==> config.mk <==
export PLATFORM = sky130hd
export DESIGN_NAME = sample_uart_tx
export DESIGN_NICKNAME = d
export VERILOG_FILES = /design/src/rtl/uart_pkg.sv /design/src/rtl/uart_byte_tx.sv /design/src/rtl/sample_uart_tx.sv
export SDC_FILE = /design/constraint.sdc
export NUM_CORES = 1
export LEC_CHECK = 0
export CAP_MARGIN = 20
export CORE_AREA = 5 5 96 98
export DETAILED_ROUTE_END_ITERATION = 16
export DIE_AREA = 0 0 101 103
export GPL_TIMING_DRIVEN = 0
export PLACE_DENSITY = 0.93
export SLEW_MARGIN = 20
export SYNTH_ARGS = -nofsm -noshare
export SYNTH_HDL_FRONTEND = slang
export SYNTH_HIERARCHICAL = 1
export SYNTH_SLANG_ARGS = --single-unit
export TNS_END_PERCENT = 1
==> constraint.sdc <==
create_clock -name Clk -period 7.26 [get_ports Clk]
set_clock_uncertainty 0.2 [all_clocks]
set_input_delay 1.452 -clock Clk [delete_from_list [all_inputs] [get_ports Clk]]
set_output_delay 1.452 -clock Clk [all_outputs]
set_load 0.01 [all_outputs]
==> src/rtl/uart_pkg.sv <==
// Shared types and constants for the sample UART transmitter.
// Frame and bit-engine state encodings plus UART line levels.
package uart_pkg;

    typedef enum logic [1:0] {
        F_IDLE,
        F_SYNC,
        F_DATA,
        F_DONE
    } frame_state_t;

    typedef enum logic [1:0] {
        B_IDLE,
        B_START,
        B_BITS,
        B_STOP
    } bit_state_t;

    localparam logic UART_START = 1'b0;
    localparam logic UART_STOP  = 1'b1;

    function automatic int cnt_width(input int n);
        return (n > 1) ? $clog2(n) : 1;
    endfunction

endpackage

==> src/rtl/uart_byte_tx.sv <==
// 8N1 byte serializer with baud counter; accepts a new byte on the
// last cycle of STOP so consecutive bytes leave no idle gap.
module uart_byte_tx
    import uart_pkg::*;
#(
    parameter int CLKS_PER_BIT = 868
) (
    input  logic       Clk,
    input  logic       nRst,
    input  logic       start,
    input  logic [7:0] data,
    output logic       tx,
    output logic       busy,
    output logic       byte_done
);

    localparam int CW = cnt_width(CLKS_PER_BIT);
    localparam logic [CW-1:0] CNT_LAST = CW'(CLKS_PER_BIT - 1);

    generate
        if (CLKS_PER_BIT < 2) begin : g_bad_cpb
            $error("uart_byte_tx: CLKS_PER_BIT must be >= 2");
        end
    endgenerate

    bit_state_t    state;
    bit_state_t    state_next;
    logic [CW-1:0] cnt;
    logic [CW-1:0] cnt_next;
    logic [2:0]    idx;
    logic [2:0]    idx_next;
    logic [7:0]    sh;
    logic [7:0]    sh_next;
    logic          tx_next;
    logic          bit_end;

    assign bit_end = (cnt == CNT_LAST);

    always_ff @(posedge Clk or negedge nRst) begin
        if (!nRst) begin
            state <= B_IDLE;
            cnt   <= '0;
            idx   <= '0;
            sh    <= '0;
            tx    <= UART_STOP;
        end else begin
            state <= state_next;
            cnt   <= cnt_next;
            idx   <= idx_next;
            sh    <= sh_next;
            tx    <= tx_next;
        end
    end

    always_comb begin
        state_next = state;
        cnt_next   = cnt + 1'b1;
        idx_next   = idx;
        sh_next    = sh;
        tx_next    = tx;
        unique case (state)
            B_IDLE: begin
                cnt_next = '0;
                if (start) begin
                    state_next = B_START;
                    sh_next    = data;
                    tx_next    = UART_START;
                end
            end
            B_START: begin
                if (bit_end) begin
                    state_next = B_BITS;
                    cnt_next   = '0;
                    idx_next   = '0;
                    tx_next    = sh[0];
                end
            end
            B_BITS: begin
                if (bit_end) begin
                    cnt_next = '0;
                    if (idx == 3'd7) begin
                        state_next = B_STOP;
                        tx_next    = UART_STOP;
                    end else begin
                        idx_next = idx + 3'd1;
                        tx_next  = sh[idx + 3'd1];
                    end
                end
            end
            B_STOP: begin
                if (bit_end) begin
                    cnt_next = '0;
                    if (start) begin
                        state_next = B_START;
                        sh_next    = data;
                        tx_next    = UART_START;
                    end else begin
                        state_next = B_IDLE;
                    end
                end
            end
            default: state_next = B_IDLE;
        endcase
    end

    always_comb begin
        busy      = (state != B_IDLE);
        byte_done = (state == B_STOP) && bit_end;
    end

endmodule

==> src/rtl/sample_uart_tx.sv <==
// Frames signed samples as SYNC_BYTE followed by little-endian bytes
// and streams them through the byte serializer.
module sample_uart_tx
    import uart_pkg::*;
#(
    parameter int         DATAWIDTH    = 64,
    parameter int         CLKS_PER_BIT = 868,
    parameter logic [7:0] SYNC_BYTE    = 8'hA5
) (
    input  logic                 Clk,
    input  logic                 nRst,
    input  logic [DATAWIDTH-1:0] SampleIn,
    input  logic                 SampleValid,
    output logic                 SampleReady,
    output logic                 Tx,
    output logic                 Busy,
    output logic                 FrameDone
);

    localparam int NBYTES = DATAWIDTH / 8;
    localparam int BW     = cnt_width(NBYTES);
    localparam logic [BW-1:0] BLAST = BW'(NBYTES - 1);

    generate
        if ((DATAWIDTH % 8) != 0 || DATAWIDTH < 8 || DATAWIDTH > 64)
        begin : g_bad_width
            $error("sample_uart_tx: DATAWIDTH must be 8..64, multiple of 8");
        end
    endgenerate

    frame_state_t         fstate;
    frame_state_t         fnext;
    logic [BW-1:0]        bcnt;
    logic [DATAWIDTH-1:0] shift;
    logic                 accept;
    logic                 more;
    logic                 start;
    logic                 byte_done;
    logic                 eng_busy;
    logic [7:0]           byte_data;

    // The sync byte is handed over on the accept edge so Tx drops next cycle.
    assign accept    = (fstate == F_IDLE) && SampleValid;
    assign more      = (fstate == F_SYNC) ||
                       ((fstate == F_DATA) && (bcnt != BLAST));
    assign start     = accept || (byte_done && more);
    assign byte_data = (fstate == F_IDLE) ? SYNC_BYTE : shift[7:0];

    uart_byte_tx #(
        .CLKS_PER_BIT(CLKS_PER_BIT)
    ) u_byte (
        .Clk      (Clk),
        .nRst     (nRst),
        .start    (start),
        .data     (byte_data),
        .tx       (Tx),
        .busy     (eng_busy),
        .byte_done(byte_done)
    );

    always_ff @(posedge Clk or negedge nRst) begin
        if (!nRst) begin
            fstate <= F_IDLE;
        end else begin
            fstate <= fnext;
        end
    end

    always_comb begin
        fnext = fstate;
        unique case (fstate)
            F_IDLE: if (accept) fnext = F_SYNC;
            F_SYNC: if (byte_done) fnext = F_DATA;
            F_DATA: if (byte_done && bcnt == BLAST) fnext = F_DONE;
            F_DONE: fnext = F_IDLE;
            default: fnext = F_IDLE;
        endcase
    end

    // Shift as each byte is handed to the engine, so shift[7:0] is always next.
    always_ff @(posedge Clk or negedge nRst) begin
        if (!nRst) begin
            shift <= '0;
            bcnt  <= '0;
        end else if (accept) begin
            shift <= SampleIn;
            bcnt  <= '0;
        end else if (byte_done) begin
            if (more) begin
                shift <= shift >> 8;
            end
            if (fstate == F_DATA) begin
                bcnt <= (bcnt == BLAST) ? '0 : bcnt + 1'b1;
            end
        end
    end

    always_comb begin
        SampleReady = (fstate == F_IDLE);
        Busy        = (fstate != F_IDLE) || eng_busy;
        FrameDone   = (fstate == F_DONE);
    end

endmodule

==> results.sh, run 1 <==
export IMPL_max_stage_delay_ps=480
export IMPL_syn_nets=508
export IMPL_grt_first_pass_wirelength_um=17700
export IMPL_track_usage_pct=21.7
export IMPL_critPathKind="flip-flop to primary output"
export IMPL_crit_family="buffers and inverters"
export IMPL_routed_wl_um=10700
export IMPL_place_congestion=0.909
export IMPL_clkPwrFrac_pct=37.6
export IMPL_ys_seq_elements=93
export IMPL_max_slew_worst_pin_slew_ps=777
export IMPL_cp_arrival_ps=2000
export IMPL_multiInputGateArea_sq_um=2100
export IMPL_power_leakage_nw=2.29
export IMPL_fin_crit_sh_pct=50.4
export IMPL_antenna_found_initial=0
export IMPL_die_area_sq_um=10400
export IMPL_final_common_cell="dfrtp_1"
export IMPL_rrSetupSlack_ps=3740
export IMPL_synth_xor_area_share_pct=1.51
export IMPL_synth_edf_count=0
export IMPL_vias=3571
export IMPL_synth_async_sr_flop_share_pct=100
export IMPL_grt_overflow=0
export IMPL_cts_setup_buffers=0
export IMPL_fp_coreArea_sq_um=8380
export IMPL_powerDensity_nw_per_um2=160
export IMPL_drive_gt1_share_pct=10.9
export IMPL_synthSimpleGateAreaFrac_pct=12.8
export IMPL_outcome="finished, final reports clean"
export IMPL_die_height_um=103
export IMPL_finalCriticalPeriod_ps=3660
export IMPL_wl_per_cell_um=17.2
export IMPL_power_frac_comb_pct=5.5
export IMPL_max_vdd_ir_drop_mv=0.0999
export IMPL_timing_final_ws_setup_ps=3600
export IMPL_cts_buffers=9
export IMPL_synth_top_family_by_area="multiplexers"
export IMPL_port_buffers=70
export IMPL_clock_path_buffers=2
export IMPL_cp_cell_sequence="inv_1, ha_1, buf_2, nand2b_1, clkdlybuf4s50_1"
export IMPL_grt_max_degree=55
export IMPL_r2r_end="u_byte/state[0]"
export IMPL_synth_adder_area_share_pct=4.04
export IMPL_postRouteAntennaNets=0
export IMPL_yosys_cell_types_count=48
export IMPL_path_clk_slew_ps=90
export IMPL_required_ps=5610
export IMPL_hold_path_startpoint="u_byte/cnt[0]"
export IMPL_cts_resized=0
export IMPL_synth_warnings=6
export IMPL_final_area_sq_um=5700
export IMPL_pwr_share_seq_pct=56.8
export IMPL_endpoint_kind="primary output"
export IMPL_max_freq_ghz=0.273
export IMPL_p_int_uw=708
export IMPL_firstDrtPassIters=5
export IMPL_seqCellArea_sq_um=2330
export IMPL_r2r_start="u_byte/cnt[0]"
export IMPL_critPathSlowestCell="clkdlybuf4s50_1"
export IMPL_cap_violations=0
export IMPL_grt_pass1_vias=3801
export IMPL_viasPerCell=5.76
export IMPL_yosysSeqAreaShare_pct=50.1
export IMPL_place_ws_ps=3500
export IMPL_nFillCells=622
export IMPL_place_hpwl_um=8060
export IMPL_clk_latency_ps=360
export IMPL_initial_utilization_pct=55.5
export IMPL_rsz0062_at_grt="no"
export IMPL_syn_area_sq_um=4650
export IMPL_drc=0
export IMPL_switching_share_pct=22.3
export IMPL_p_sw_uw=203
export IMPL_cp_start_kind="flip-flop"
export IMPL_cts_root_buf="clkbuf_8"
export IMPL_reg2regPathDepth=11
export IMPL_synth_ff_type="dfrtp_1"
export IMPL_cp_num_buf_inv=3
export IMPL_tritoncts="built"
export IMPL_areaGrowthSynthToFinish_pct=22.6
export IMPL_cts_sinks=93
export IMPL_final_nets=590
export IMPL_holdPathEnd="u_byte/cnt[0]"
export IMPL_hold_path_class="flip-flop to flip-flop"
export IMPL_dpl_cell_area_sq_um=5510
export IMPL_die_w_um=101
export IMPL_synth_compound_area_share_pct=10.8
export IMPL_io_pins=71
export IMPL_final_cell_mix="92 x dfrtp_1, 69 x clkdlybuf4s50_1, 61 x nand3_1, 59 x mux2i_1, 56 x o21ai_1"
export IMPL_synthCells=426
export IMPL_rows=34
export IMPL_num_antenna_cells=0
export IMPL_drt_iter0_markers=211
export IMPL_total_power_uw=911
export IMPL_postSynthAreaPerCell_sq_um=10.9
export IMPL_htreeDepth=3
export IMPL_finalSetupTns_ps=0
export IMPL_hold_violations=0
export IMPL_hold_depth=1
export IMPL_final_setup_viol_count=0
export IMPL_crit_fanout=10
export IMPL_muxShareOfSynthArea_pct=16.1
export IMPL_relSlewSlack_pct=47.7
export IMPL_slew_viol_final=0
export IMPL_holdBufCountCts=0
[power groups by stage]
| stage | sequential (mW) | clock (mW) | combinational, mW |
|---|---|---|---|
| after floorplan | 0.528 | 0 | 0.000798 |
| after global placement | 0.528 | 0 | 0.0486 |
| after detailed placement | 0.528 | 0 | 0.0509 |
| after CTS | 0.518 | 0.346 | 0.0512 |
| after global routing | 0.518 | 0.366 | 0.0543 |
| final | 0.518 | 0.343 | 0.0504 |
[flip-flops by register name, indices dropped and copies added (netlist names)]
signal,flops
bcnt,3
fstate,2
shift,64
u_byte/cnt,10
u_byte/idx,3
u_byte/sh,8
u_byte/state,2
u_byte/tx,1
[area by class of cell]
type | instances | area share [%]
buffer | 29 | 2.99
clock buffer | 9 | 2.17
clock inverter | 6 | 1.12
inverter | 13 | 0.856
multi-input combinational | 291 | 36.9
sequential | 93 | 40.9
tap | 108 | 2.37
timing repair buffer | 71 | 12.7
[layer usage]
layer  wire [um]  vias to the layer above  share of wire, %  GRT usage, %
met5           0                        -                 0             0
met2        5520                       90                52          38.2
met1        4480                     1765                42          27.3
met4         206                        0               1.9          8.18
met3         490                       20               4.6          3.25
li1            -                     1696                 -             -
[how the worst max path moves through the flow]
stage,start,to,cells after the start
2_1_floorplan,SampleValid,u_byte/state[0],8
3_3_place_gp,nRst,shift[61],1
3_5_place_dp,SampleValid,u_byte/tx,9
4_1_cts,fstate[1],Busy,5
5_1_grt,fstate[0],Busy,5
6_report,fstate[1],Busy,5
[stage by stage]
| stage | std cells | hold slack (ps) | utilization, % |
|---|---|---|---|
| 6_report | 620 | 303 | 68.0 |
| 5_1_grt | 620 | 319 | 68.0 |
| 3_5_place_dp | 605 | 286 | 65.8 |
| 4_1_cts | 620 | 305 | 68.0 |
| 2_1_floorplan | 426 | 255 | - |
| 3_3_place_gp | 604 | 273 | 65.5 |
[synthesized netlist by cell type, types with 2 or more instances]
master / count / area, sq um
dfrtp_1: 92 / 2300
nand3_1: 61 / 305
mux2i_1: 59 / 591
o21ai_1: 56 / 280
nor2_1: 17 / 63.8
ha_1: 15 / 188
inv_1: 11 / 41.3
a22o_1: 10 / 87.6
buf_2: 10 / 50.1
clkbuf_1: 10 / 37.5
mux2_2: 9 / 101
nor3_1: 6 / 30.0
xnor2_1: 6 / 52.6
buf_6: 5 / 56.3
nand2_1: 5 / 18.8
nor2b_1: 5 / 31.3
or2_1: 4 / 25.0
buf_4: 3 / 22.5
nor4_1: 3 / 18.8
o2bb2ai_1: 3 / 26.3
a21oi_1: 2 / 10.0
a22oi_1: 2 / 15.0
and2_1: 2 / 12.5
inv_2: 2 / 7.51
mux4_2: 2 / 45.0
nand4b_1: 2 / 17.5
o21ai_0: 2 / 10.0
xor2_1: 2 / 17.5
[cells by family after synthesis]
kind of cell | Yosys count
AND/OR/NAND/NOR | 114
flip-flops | 93
AO/OA/AOI/OAI | 83
multiplexers | 71
buffers and inverters | 42
adder cells (fa/ha/maj) | 15
XOR/XNOR | 8
Note: power is estimated with default switching activity, not from simulation.
==> inputs of run 2 (changes only) <==
--- a/config.mk
+++ b/config.mk
@@ -6,11 +6,11 @@
 export NUM_CORES = 1
 export LEC_CHECK = 0
 export CAP_MARGIN = 20
-export CORE_AREA = 5 5 96 98
+export CORE_AREA = 5 5 104 106
 export DETAILED_ROUTE_END_ITERATION = 16
-export DIE_AREA = 0 0 101 103
+export DIE_AREA = 0 0 109 111
 export GPL_TIMING_DRIVEN = 0
-export PLACE_DENSITY = 0.93
+export PLACE_DENSITY = 0.85
 export SLEW_MARGIN = 20
 export SYNTH_ARGS = -nofsm -noshare
 export SYNTH_HDL_FRONTEND = slang
==> constraint.sdc (replaced) <==
create_clock -name Clk -period 3.1 [get_ports Clk]
set_clock_uncertainty 0.2 [all_clocks]
set_input_delay 0.62 -clock Clk [delete_from_list [all_inputs] [get_ports Clk]]
set_output_delay 0.62 -clock Clk [all_outputs]
set_load 0.01 [all_outputs]
==> run 2 against run 1 <==
Net effect: clock power rose by 140%; first-iteration DRC count fell by 18%; utilization fell by 8.1 points; die area rose by 16%; power rose by 140%; global-route usage fell by 3.3 points; sequential power rose by 130%; critical path type is now flip-flop to flip-flop.
==> results.sh, run 2 (same netlist as run 1, synthesis figures left out) <==
export IMPL_dpl_cell_area_sq_um=5550
export IMPL_clkPwrFrac_pct=38.3
export IMPL_port_buffers=70
export IMPL_postRouteAntennaNets=0
export IMPL_cp_num_buf_inv=3
export IMPL_final_common_cell="dfrtp_1"
export IMPL_finalCriticalPeriod_ps=2830
export IMPL_grt_overflow=0
export IMPL_firstDrtPassIters=4
export IMPL_p_int_mw=1.67
export IMPL_track_usage_pct=18.5
export IMPL_slew_viol_final=0
export IMPL_final_area_sq_um=5800
export IMPL_max_freq_ghz=0.354
export IMPL_die_w_um=109
export IMPL_tritoncts="built"
export IMPL_crit_family="simple AND/OR/NAND/NOR gates"
export IMPL_relSlewSlack_pct=68.7
export IMPL_cts_buffers=9
export IMPL_rows=36
export IMPL_drt_iter0_markers=172
export IMPL_max_slew_worst_pin_slew_ps=465
export IMPL_grt_max_degree=73
export IMPL_place_hpwl_um=7810
export IMPL_max_stage_delay_ps=520
export IMPL_critPathSlowestCell="or4_1"
export IMPL_final_setup_viol_count=0
export IMPL_clk_latency_ps=380
export IMPL_final_cell_mix="90 x dfrtp_1, 69 x clkdlybuf4s50_1, 61 x nand3_1, 59 x mux2i_1, 56 x o21ai_1"
export IMPL_endpoint_kind="flip-flop"
export IMPL_outcome="finished, final reports clean"
export IMPL_hold_path_class="flip-flop to flip-flop"
export IMPL_cap_violations=0
export IMPL_initial_utilization_pct=48.0
export IMPL_drive_gt1_share_pct=12.0
export IMPL_cp_cell_sequence="ha_4, nand4b_1, nor4_4, buf_4, a22oi_2, and2_4, buf_6, inv_2, o22ai_1, or4_1, o21ai_0"
export IMPL_grt_pass1_vias=3819
export IMPL_place_congestion=0.821
export IMPL_rrSetupSlack_ps=270
export IMPL_final_nets=594
export IMPL_hold_violations=0
export IMPL_top_register="shift"
export IMPL_reg_top3="shift x64, u_byte/cnt x10, u_byte/sh x8"
export IMPL_wl_per_cell_um=16.2
export IMPL_crit_fanout=19
export IMPL_cts_sinks=93
export IMPL_drc=0
export IMPL_fin_hold_ws_ps=305
export IMPL_powerDensity_nw_per_um2=372
export IMPL_die_area_sq_um=12100
export IMPL_p_sw_uw=485
export IMPL_io_pins=71
export IMPL_max_vdd_ir_drop_mv=0.203
export IMPL_switching_share_pct=22.5
export IMPL_antenna_found_initial=0
export IMPL_power_leakage_nw=2.33
export IMPL_cp_arrival_ps=2920
export IMPL_grt_first_pass_wirelength_um=17800
export IMPL_die_height_um=111
export IMPL_rsz0062_at_grt="no"
export IMPL_required_ps=3190
export IMPL_routed_wl_um=10500
export IMPL_cts_root_buf="clkbuf_8"
export IMPL_pwr_share_seq_pct=56.2
export IMPL_path_clk_slew_ps=90
export IMPL_nFillCells=768
export IMPL_htreeDepth=3
export IMPL_largest_reg_flops=64
export IMPL_critPathKind="flip-flop to flip-flop"
export IMPL_areaGrowthSynthToFinish_pct=24.8
export IMPL_vias=3591
export IMPL_cp_start_kind="flip-flop"
export IMPL_power_frac_comb_pct=5.5
export IMPL_viasPerCell=5.52
export IMPL_fp_coreArea_sq_um=9680
export IMPL_num_antenna_cells=0
export IMPL_fin_crit_sh_pct=91.2
export IMPL_clock_path_buffers=2
==> run 2: cell type report <==
class                      count  area [sq um]  share of cell area (%)
sequential                    93          2330                    40.2
multi-input combinational    291          2120                    36.6
timing repair buffer          76           769                    13.3
tap                          133           166                    2.87
buffer                        28           165                    2.85
clock buffer                  10           128                    2.20
clock inverter                 6          71.3                    1.23
inverter                      13          48.8                   0.841
==> run 2: path summary, 6_finish.rpt <==
kind	start	endpoint	cells past startpoint
max	u_byte/cnt[0]	u_byte/state[0]	11
min	shift[58]	shift[58]	1
max reg2reg	u_byte/cnt[0]	u_byte/state[0]	11
min reg2reg	shift[58]	shift[58]	1
max in group asynchronous	nRst	u_byte/tx	3
min in group asynchronous	nRst	shift[42]	2
==> run 2: power groups by stage <==
| stage | registers (mW) | logic (mW) | clock network (mW) |
|---|---|---|---|
| 5_1_grt | 1.21 | 0.127 | 0.884 |
| 3_5_place_dp | 1.24 | 0.119 | 0 |
| 6_report | 1.21 | 0.118 | 0.827 |
| 2_1_floorplan | 1.24 | 0.00187 | 0 |
| 3_3_place_gp | 1.24 | 0.114 | 0 |
| 4_1_cts | 1.21 | 0.121 | 0.840 |
==> run 2: stage by stage <==
step	setup TNS, ps	util [%]	total power, mW	cells	worst slack (ps)
4_1_cts	0	59.7	2.17	650	40.2
2_1_floorplan	0	-	1.24	426	164
3_3_place_gp	-198210	57.0	1.35	629	-2140
6_report	0	59.9	2.16	650	272
3_5_place_dp	-2700	57.3	1.36	630	-429
5_1_grt	0	59.9	2.22	650	107
==> run 2: timing repair <==
action | CTS | global route
pin swaps | 1 | 2
endpoints found under the hold margin | 21 | 0
gates resized for setup | 1 | 4
buffers inserted | 3 | 1
hold buffers | 1 | 0
setup endpoints to repair | 11 | 3
==> run 2: layer usage <==
layer  track usage (%)  wire (um)  up-vias
li1                  -          -     1700
met1              22.9       4340     1760
met2              31.3       5360      117
met3              4.37        602       14
met4              6.06        189        0
met5                 0          0        -
==> inputs of run 3 (changes only) <==
--- a/config.mk
+++ b/config.mk
@@ -6,9 +6,9 @@
 export NUM_CORES = 1
 export LEC_CHECK = 0
 export CAP_MARGIN = 20
-export CORE_AREA = 5 5 104 106
+export CORE_AREA = 5 5 95 115
 export DETAILED_ROUTE_END_ITERATION = 16
-export DIE_AREA = 0 0 109 111
+export DIE_AREA = 0 0 100 120
 export GPL_TIMING_DRIVEN = 0
 export PLACE_DENSITY = 0.85
 export SLEW_MARGIN = 20
==> constraint.sdc (replaced) <==
create_clock -name Clk -period 2.32 [get_ports Clk]
set_clock_uncertainty 0.2 [all_clocks]
set_input_delay 0.464 -clock Clk [delete_from_list [all_inputs] [get_ports Clk]]
set_output_delay 0.464 -clock Clk [all_outputs]
set_load 0.01 [all_outputs]
==> run 3 against run 2 <==
Net effect: the run now ends with setup timing left; cell count up 1.8%; critical path type unchanged; wire length up 23%; via count up 7.0%; highest routed layer unchanged.
==> results.sh, run 3 (same netlist as run 1, synthesis figures left out) <==
export IMPL_final_nets=613
export IMPL_max_vdd_ir_drop_mv=0.345
export IMPL_top_layer="met4"
export IMPL_grt_first_pass_wirelength_um=19800
export IMPL_final_cell_mix="91 x dfrtp_1, 68 x clkdlybuf4s50_1, 59 x mux2i_1, 45 x o21ai_1, 36 x nand3_1"
export IMPL_wl_per_cell_um=19.5
export IMPL_cts_sinks=93
export IMPL_holdPathEnd="u_byte/sh[6]"
export IMPL_initial_utilization_pct=47.6
export IMPL_grt_max_degree=56
export IMPL_tritoncts="built"
export IMPL_timing_final_ws_setup_ps=-288
export IMPL_largest_reg_flops=64
export IMPL_htreeDepth=3
export IMPL_fin_hold_ws_ps=304
export IMPL_endpoint_kind="flip-flop"
export IMPL_r2r_end="shift[22]"
export IMPL_hold_depth=1
export IMPL_relSlewSlack_pct=52.4
export IMPL_cts_buffers=9
export IMPL_vias=3844
export IMPL_crit_fanout=10
export IMPL_critPathKind="flip-flop to flip-flop"
export IMPL_reg_top3="shift x64, u_byte/cnt x10, u_byte/sh x8"
export IMPL_io_pins=71
export IMPL_dr_wl_met3_um=617
export IMPL_firstDrtPassIters=4
export IMPL_num_antenna_cells=0
export IMPL_track_usage_pct=20.7
export IMPL_powerDensity_nw_per_um2=510
export IMPL_place_congestion=0.845
export IMPL_areaGrowthSynthToFinish_pct=37.2
export IMPL_reg2regPathDepth=10
export IMPL_required_ps=2340
export IMPL_hold_violations=0
export IMPL_r2r_start="u_byte/cnt[4]"
export IMPL_max_freq_ghz=0.383
export IMPL_cp_start_kind="flip-flop"
export IMPL_fin_cells=662
export IMPL_power_leakage_nw=2.56
export IMPL_final_core_util_pct=65.4
export IMPL_final_common_cell="dfrtp_1"
export IMPL_fp_coreArea_sq_um=9760
export IMPL_path_clk_slew_ps=70
export IMPL_die_area_sq_um=12000
export IMPL_fin_crit_sh_pct=112
export IMPL_max_slew_worst_pin_slew_ps=714
export IMPL_violations="setup timing"
export IMPL_cts_root_buf="clkbuf_16"
export IMPL_antenna_found_initial=0
export IMPL_hold_path_startpoint="u_byte/sh[6]"
export IMPL_drive_gt1_share_pct=24.8
export IMPL_rrSetupSlack_ps=-290
export IMPL_place_ws_ps=-605
export IMPL_routed_wl_um=12900
export IMPL_met1_length_um=4860
export IMPL_grt_pass1_vias=4168
export IMPL_clock_path_buffers=2
export IMPL_top_register="shift"
export IMPL_postRouteAntennaNets=0
export IMPL_finalCriticalPeriod_ps=2610
export IMPL_rows=40
export IMPL_die_height_um=120
export IMPL_drc=0
export IMPL_grt_overflow=0
export IMPL_outcome="finished with violations"
export IMPL_die_w_um=100
export IMPL_port_buffers=70
export IMPL_rsz0062_at_grt="yes"
export IMPL_hold_path_class="flip-flop to flip-flop"
export IMPL_place_hpwl_um=8310
export IMPL_clk_latency_ps=330
export IMPL_cap_violations=0
export IMPL_cp_arrival_ps=2630
export IMPL_drt_iter0_markers=152
export IMPL_viasPerCell=5.81
export IMPL_dp_cells=623
export IMPL_final_setup_viol_count=72
export IMPL_wl_met2_um=6970
export IMPL_slew_viol_final=0
## run 3: changes by cell type in the layout (fill, tap and decap cells not counted), sizes merged
cell	change
clkdlybuf4s15	+1
buf	+21
and2	+1
clkdlybuf4s50	-1
inv	-2
clkbuf	-3
clkinvlp	+2
## run 3: worst max-delay path, cell delays in order (launching register included)
cell and delay [ps]:
dfrtp_1 420, or3_4 410, nor4_4 370, nand3b_1 210
buf_4 190, buf_6 110, buf_6 130, buf_12 140
buf_8 140, nand3_1 100, o21ai_1 80
## run 3: final cells by class
class                           instances  area (sq um)
Tap cell                              126           158
Clock inverter                          6          62.6
Fill cell                             696          3380
Sequential cell                        93          2330
Inverter                               13          53.8
Timing Repair Buffer                   95           941
Buffer                                 27           233
Multi-Input combinational cell        292          2360
Clock buffer                           10           239
## run 3: how the worst max path moves through the flow
| stage | startpoint | to |
|---|---|---|
| after floorplan | u_byte/cnt[3] | u_byte/state[1] |
| final | u_byte/cnt[4] | shift[22] |
| after global placement | nRst | u_byte/state[1] |
| after detailed placement | u_byte/cnt[0] | u_byte/state[0] |
| after CTS | u_byte/cnt[4] | shift[28] |
| after global routing | u_byte/cnt[4] | shift[13] |
## run 3: layer usage
metal  up-vias  global-route usage, %
met4         0                   9.77
li1       1747                      -
met5         -                      0
met2       118                   37.2
met1      1946                   23.0
met3        33                   4.07
## run 3: power by group
group | internal, mW | switching (mW)
Clock | 0.860 | 0.614
Sequential | 1.62 | 0
Combinational | 0.103 | 0.0551
Total | 2.58 | 0.670
## run 3: timing repair
item	in CTS	in global routing
buffers inserted	18	2
hold buffers	1	0
resized for setup	42	44
setup endpoints to repair	78	73
pin swaps	9	9
gates cloned	2	2
endpoints found under the hold margin	9	0
## run 3: per-stage QoR
| stage | power, mW | setup TNS [ps] | cell area, sq um |
|---|---|---|---|
| 6_report | 3.25 | -14240 | 6380 |
| 3_3_place_gp | 1.81 | -257780 | 5540 |
| 3_5_place_dp | 1.81 | -13260 | 5550 |
| 4_1_cts | 3.27 | -4910 | 6150 |
| 2_1_floorplan | 1.65 | -2340 | 4680 |
| 5_1_grt | 3.35 | -19780 | 6380 |
